## config.mk

```make
export PLATFORM = sky130hd
export DESIGN_NAME = rf_wb_arbiter
export DESIGN_NICKNAME = d
export VERILOG_FILES = /design/src/rtl/rf_wb_arbiter.sv
export SDC_FILE = /design/constraint.sdc
export NUM_CORES = 1
export LEC_CHECK = 0
export BUFFER_PORTS_ARGS = -buffer_cell sky130_fd_sc_hd__buf_4
export CAP_MARGIN = 20
export CORE_MARGIN = 2
export CORE_UTILIZATION = 41
export CTS_CLUSTER_SIZE = 24
export DETAILED_ROUTE_END_ITERATION = 12
export PLACE_DENSITY_LB_ADDON = 0.15
export SLEW_MARGIN = 15
export SYNTH_ARGS = -nofsm -noshare
export SYNTH_HDL_FRONTEND = slang
export SYNTH_SLANG_ARGS = --single-unit
```

## constraint.sdc

```tcl
create_clock -name clk -period 1.65 [get_ports clk]
set_input_delay 0.33 -clock clk [delete_from_list [all_inputs] [get_ports clk]]
set_output_delay 0.33 -clock clk [all_outputs]
set_load 0.02 [all_outputs]
```

## src/rtl/rf_wb_arbiter.sv

```systemverilog
// Round-robin arbiter sharing the register-file write port between the ALU and load writeback paths.
// A one-entry write stage drives WE3/A3/WD3 and supplies read-after-write bypass for the two read ports.
module rf_wb_arbiter #(
  parameter int AW = 5,
  parameter int DW = 32
) (
  input  logic          clk,
  input  logic          areset,
  input  logic          req0_valid,
  input  logic [AW-1:0] req0_addr,
  input  logic [DW-1:0] req0_data,
  output logic          req0_ready,
  input  logic          req1_valid,
  input  logic [AW-1:0] req1_addr,
  input  logic [DW-1:0] req1_data,
  output logic          req1_ready,
  output logic          rf_we,
  output logic [AW-1:0] rf_addr,
  output logic [DW-1:0] rf_wdata,
  input  logic [AW-1:0] rd_a1,
  input  logic [AW-1:0] rd_a2,
  output logic          byp1_hit,
  output logic [DW-1:0] byp1_data,
  output logic          byp2_hit,
  output logic [DW-1:0] byp2_data
);

  logic          rr_ptr_r;
  logic          stage_valid_r;
  logic [AW-1:0] rf_addr_r;
  logic [DW-1:0] rf_wdata_r;

  logic          grant0_s;
  logic          grant1_s;
  logic          hs_s;
  logic [AW-1:0] win_addr_s;
  logic [DW-1:0] win_data_s;

  // Grant selection; readys are held low while reset is asserted.
  always_comb begin
    grant0_s   = 1'b0;
    grant1_s   = 1'b0;
    win_addr_s = req0_addr;
    win_data_s = req0_data;
    if (areset) begin
      grant0_s = req0_valid & (~req1_valid | ~rr_ptr_r);
      grant1_s = req1_valid & (~req0_valid |  rr_ptr_r);
    end else begin
      grant0_s = 1'b0;
      grant1_s = 1'b0;
    end
    if (grant1_s) begin
      win_addr_s = req1_addr;
      win_data_s = req1_data;
    end else begin
      win_addr_s = req0_addr;
      win_data_s = req0_data;
    end
  end

  assign hs_s       = grant0_s | grant1_s;
  assign req0_ready = grant0_s;
  assign req1_ready = grant1_s;

  // Write stage and round-robin pointer; the stage drains every cycle.
  always_ff @(posedge clk or negedge areset) begin
    if (!areset) begin
      rr_ptr_r      <= 1'b0;
      stage_valid_r <= 1'b0;
      rf_addr_r     <= {AW{1'b0}};
      rf_wdata_r    <= {DW{1'b0}};
    end else if (hs_s) begin
      // x0 writes are consumed but never reach the RF.
      stage_valid_r <= (win_addr_s != {AW{1'b0}});
      rf_addr_r     <= win_addr_s;
      rf_wdata_r    <= win_data_s;
      rr_ptr_r      <= ~grant1_s;
    end else begin
      stage_valid_r <= 1'b0;
    end
  end

  assign rf_we    = stage_valid_r;
  assign rf_addr  = rf_addr_r;
  assign rf_wdata = rf_wdata_r;

  assign byp1_hit  = stage_valid_r & (rf_addr_r == rd_a1) & (rd_a1 != {AW{1'b0}});
  assign byp2_hit  = stage_valid_r & (rf_addr_r == rd_a2) & (rd_a2 != {AW{1'b0}});
  assign byp1_data = rf_wdata_r;
  assign byp2_data = rf_wdata_r;

endmodule

```

== After elaboration in Yosys (flattened, before gate mapping) ==
Index checks and enable logic that the tools add are counted.
W data, S select, Z words.

* Output and inout port bits: 106
* Memory bits (read-only): 0
* RAM bits: 0
* Bits in registers: 39
* Latch bits: 0
* Memories: 0

* Multipliers: 0
* Muxes and demuxes: 5
* Order comparisons: 0
* Shift operators: 0
* $add $sub $neg: 0
* Reduce and logical (&&, ||, !) cells: 3
* Bitwise operators: 13
* Equality and inequality tests: 2
* Div/mod/pow operators: 0

{| class="wikitable"
|+ Operators with widths
! operator !! count
|-
| $mux W32 || 1
|-
| $reduce_bool A5 Y1 || 3
|-
| $eq A5 B5 Y1 || 2
|-
| $and A1 B1 Y1 || 6
|-
| $mux W5 || 1
|-
| $not A1 Y1 || 4
|-
| $mux W1 || 3
|-
| $or A1 B1 Y1 || 3
|}

== Depth between registers and ports, before layout ==
* Depth in word-level cells: 7
* Depth in mapped cells: 5

== Least setup slack after synthesis ==
No wires, ideal clock.

* Path type: reg-to-output
* Start: register rf_addr_r[4] (netlist: rf_addr[4])
* End: output port byp2_hit
* Stages on the path, launching flop included: 4
* Arrival: 1,195 ps
* Slack: 125 ps
* Data required time: 1,320 ps
* Buffers on the path: 0
* Path through: dfrtp_1 -> or2_2 -> o21ai_0 -> and4_1

* Word-level cells in the longest chain between the ends: 3

{| class="wikitable"
|+ RTL lines
! item !! RTL line !! source
|-
| start, declared || 30 || <nowiki>logic [AW-1:0] rf_addr_r;</nowiki>
|-
| start signal, assigned || 70 || <nowiki>rf_addr_r <= {AW{1'b0}};</nowiki>
|-
| start signal, assigned || 75 || <nowiki>rf_addr_r <= win_addr_s;</nowiki>
|-
| $eq A5 B5 Y1 || 88 || <nowiki>assign byp2_hit = stage_valid_r & (rf_addr_r == rd_a2) & (rd_a2 != {AW{1'b0}});</nowiki>
|-
| $and A1 B1 Y1 (2 in series) || 88 ||
|-
| end, declared || 24 || <nowiki>output logic byp2_hit,</nowiki>
|}

Every way passes these cells.

== Final worst setup path ==
* Start: register rf_addr_r[3] (netlist: rf_addr[3])
* End: output port byp2_hit

Same word-level chain as after synthesis.

==> metrics.log <==
[metrics] result of the run: finished with violations
[metrics] violations in the final reports: setup timing
[metrics] Max Slew Vio Count: 0
[metrics] Cells after Synth: 311
[metrics] register bit count reported by yosys: 39
[metrics] core box area: 5990 um^2
[metrics] Post-Layout Cell Count: 518
[metrics] post-route clock period utilization: 107%
[metrics] Remaining Overflow, GRT: 0
[metrics] Synth Area in Adders: 0%
[metrics] Req. time, crit path: roughly 1300 ps
[metrics] setup slack after placement: 142 ps
[metrics] compound-gate portion of the synthesized area: between 15 and 20%
[metrics] RR Startpoint: rr_ptr_r$_DFFE_PN0P_
[metrics] wire length per cell after detailed routing: approximately 15 um
[metrics] basic-gate share of the synthesized area counting and, or, nand and nor cells: roughly 17%
[metrics] x dimension of the die: 83.1 um
[metrics] antenna violations before repair: 0
[metrics] Rel. slew slack: between 60% and 70%
[metrics] clock latency on the worst-skew pair: roughly 290 ps
[metrics] clock transition time at the flip-flop clock pins of the worst setup and hold paths: around 70 ps
[metrics] total number of yosys warnings: 0
[metrics] Critical R2R Capture: rf_we$_DFF_PN0_
[metrics] CP Class: reg -> out
[metrics] clock tree from TritonCTS: built
[metrics] Max H-tree Level: 2
[metrics] summed instance area of the synthesized netlist: about 2600 um^2
[metrics] final critical delay including setup and external delays: 1760 ps
[metrics] critical path startpoint: rf_addr[3]$_DFFE_PN0P_
[metrics] maximum resistive drop on vdd: roughly 460 uV
[metrics] root buf cell: clkbuf_8
[metrics] multi-input gate area in the final layout: ~1000 um^2
[metrics] via count of the first global-routing pass: 2563
[metrics] share of post-route cells with drive strength above 1: between 50% and 60%
[metrics] combinational family with the most area after synthesis: buffers and inverters
[metrics] buffer depth of the longest clock path: 2
[metrics] Yosys top cell by area: dfrtp_1
[metrics] sequential element share of the synthesized area: a little under two fifths
[metrics] final hold violation count: 0
[metrics] GRT Total Usage: between 20% and 30%
[metrics] clock tree sinks: 39
[metrics] Slew @ Worst Pin: 507 ps
[metrics] pwr dens: roughly 960 nW/um^2
[metrics] startpoint types: flop
[metrics] Num CTS Buffers: 5
[metrics] starting density of the core: approximately 43%
[metrics] P_sw: approximately 1400 uW
[metrics] Die Span Y: slightly above 80 um
[metrics] part of the total power dissipated in sequential elements: between 30% and 40%
[metrics] number of placed instances with taps included: 503
[metrics] r2r worst-path depth: 4
[metrics] setup slack of the critical path after layout: -109 ps
[metrics] Comb power frac: a little under half
[metrics] sw frac: between 30 and 40%
[metrics] Die Area: 6900 um^2
[metrics] Synth Area per Inst: 8.24 um^2
[metrics] antenna diode instance count: 0
[metrics] via count: between 2k and 3k
[metrics] synthesized-area fraction occupied by xor and xnor cells: under 10%
[metrics] highest-count cells in the layout ignoring fill and taps: buf_4, nor2_1, nand3_1, a31oi_1, dfrtp_1
[metrics] Clock Power Share: 19.7%
[metrics] most common library cell in the layout ignoring fill and taps: buf_4
[metrics] total routed wirelength: 7.86 mm
[metrics] internal portion of total power: about 2200 uW
[metrics] largest net degree at the start of global routing: 39
[metrics] Port Buf Inserts: just under 200
[metrics] gp weighted congestion: 0.798
[metrics] total nets after synthesis: 399
[metrics] number of optimization iterations in the first detailed-route pass: 4
[metrics] Crit path arrival time: ~1400 ps
[metrics] post-DP HPWL: 5.80 mm
[metrics] filler cell count in the final layout: 530
[metrics] leakage power: roughly 0.0018 uW
[metrics] Via-to-Cell Ratio: slightly above 5
[metrics] wire length of the first global-routing pass: around 12 mm
[metrics] Final setup viols: 2
[metrics] DRC violation count after routing: 0
[metrics] Worst R2R Setup Slack: approximately 240 ps
[metrics] layout overhead on the synthesized area: 47.2%
[metrics] RSZ-0062 raised after global routing: yes
[metrics] max frequency: roughly 0.57 GHz
[metrics] number of distinct library cells after synthesis: 25
[metrics] number of antenna-violating nets in the routed design: 0
[metrics] mux share of post-synthesis cell area: 0%
[metrics] # nets final: 530
[metrics] top cell type's share of synthesized area: between 30% and 40%
[metrics] max cap viols: 0
[metrics] Worst Setup End Kind: primary output
[metrics] worst clock skew: 2.84 ps
[metrics] worst hold path class: in -> async
[metrics] site row count: 28
[metrics] violation count after the first detailed-route iteration: 113
[metrics] critical path fanouts, max: 4
[metrics] number of ports placed on the die boundary: just under 200
[metrics] synth top area cells: dfrtp_1, buf_4, a31oi_1
[metrics] Storage cell area: between 900 and 1000 um^2
-- worst max-delay path, cell delays in order, from the launching register on --
cell	delay (ps)
dfrtp_2	460
nor4_2	320
o21ai_1	80
and4_1	160
buf_6	130
-- state kept, by name, indices dropped and copies added, names as in the netlist --
signal     flops
rf_addr        5
byp1_data     32
rr_ptr_r       1
rf_we          1
-- synthesized netlist by cell type, drive strengths merged --
| cell type | count |
|---|---|
| a21oi | 1 |
| a31oi | 37 |
| and2 | 1 |
| and2b | 1 |
| and4 | 2 |
| buf | 81 |
| clkbuf | 7 |
| dfrtp | 39 |
| nand2 | 5 |
| nand2b | 1 |
| nand3 | 37 |
| nand4 | 1 |
| nor2 | 39 |
| nor3 | 4 |
| nor4 | 2 |
| o21a | 1 |
| o21ai | 41 |
| o311a | 1 |
| or2 | 2 |
| xnor2 | 2 |
| xor2 | 6 |
-- power groups by stage --
stage	combinational (uW)	sequential [uW]	clock, uW
2_1_floorplan	966	1400	0
3_3_place_gp	1610	1260	0
3_5_place_dp	1630	1270	0
4_1_cts	1670	1250	730
5_1_grt	1770	1280	770
6_report	1670	1250	716
-- metrics by stage --
step	total power (uW)	instance area, um^2	util, %	hold WS, ps	setup TNS [ps]
2_1_floorplan	2370	2560	-	34.4	0
3_3_place_gp	2870	3580	59.7	127	0
3_5_place_dp	2900	3580	59.7	128	0
4_1_cts	3650	3750	62.5	145	-206
5_1_grt	3820	3770	63.0	179	-317
6_report	3640	3770	63.0	129	-187
-- routing by layer --
metal	GRT usage, %	routed length (um)	vias to the layer above
li1	-	-	1282
met1	25.9	3020	1251
met2	38.6	4100	121
met5	0	0	-
met4	5.66	135	0
met3	6.06	609	12
-- final cells by class --
class,count,share of cell area (%)
repair buffers,212,42.4
multi-input cells,184,26.4
flip-flops and latches,39,26.0
clock buffers,8,2.65
well taps,75,2.49
-- how the worst max path moves through the flow --
stage | to | slack, ps | cells after the start
6_report | byp2_hit | -110 | 4
4_1_cts | byp2_hit | -120 | 4
5_1_grt | byp2_hit | -180 | 4
3_3_place_gp | byp1_hit | 160 | 5
2_1_floorplan | byp2_hit | 120 | 3
3_5_place_dp | byp1_hit | 140 | 5
-- cells by family after synthesis --
| group | after synthesis |
|---|---|
| buffers and inverters | 88 |
| AOI/OAI and AO/OA | 81 |
| xor gates and xnor gates | 8 |
| DFF | 39 |
| and+or+nand+nor | 95 |
-- repair_timing --
item,in CTS,in global routing
hold buffers,1,0
gates cloned,0,0
resized for setup,8,6
buffers inserted,6,0
hold endpoints to repair,1,0
setup endpoints to repair,2,2
pin swaps,6,5
Power figures use the tool's default switching activity.
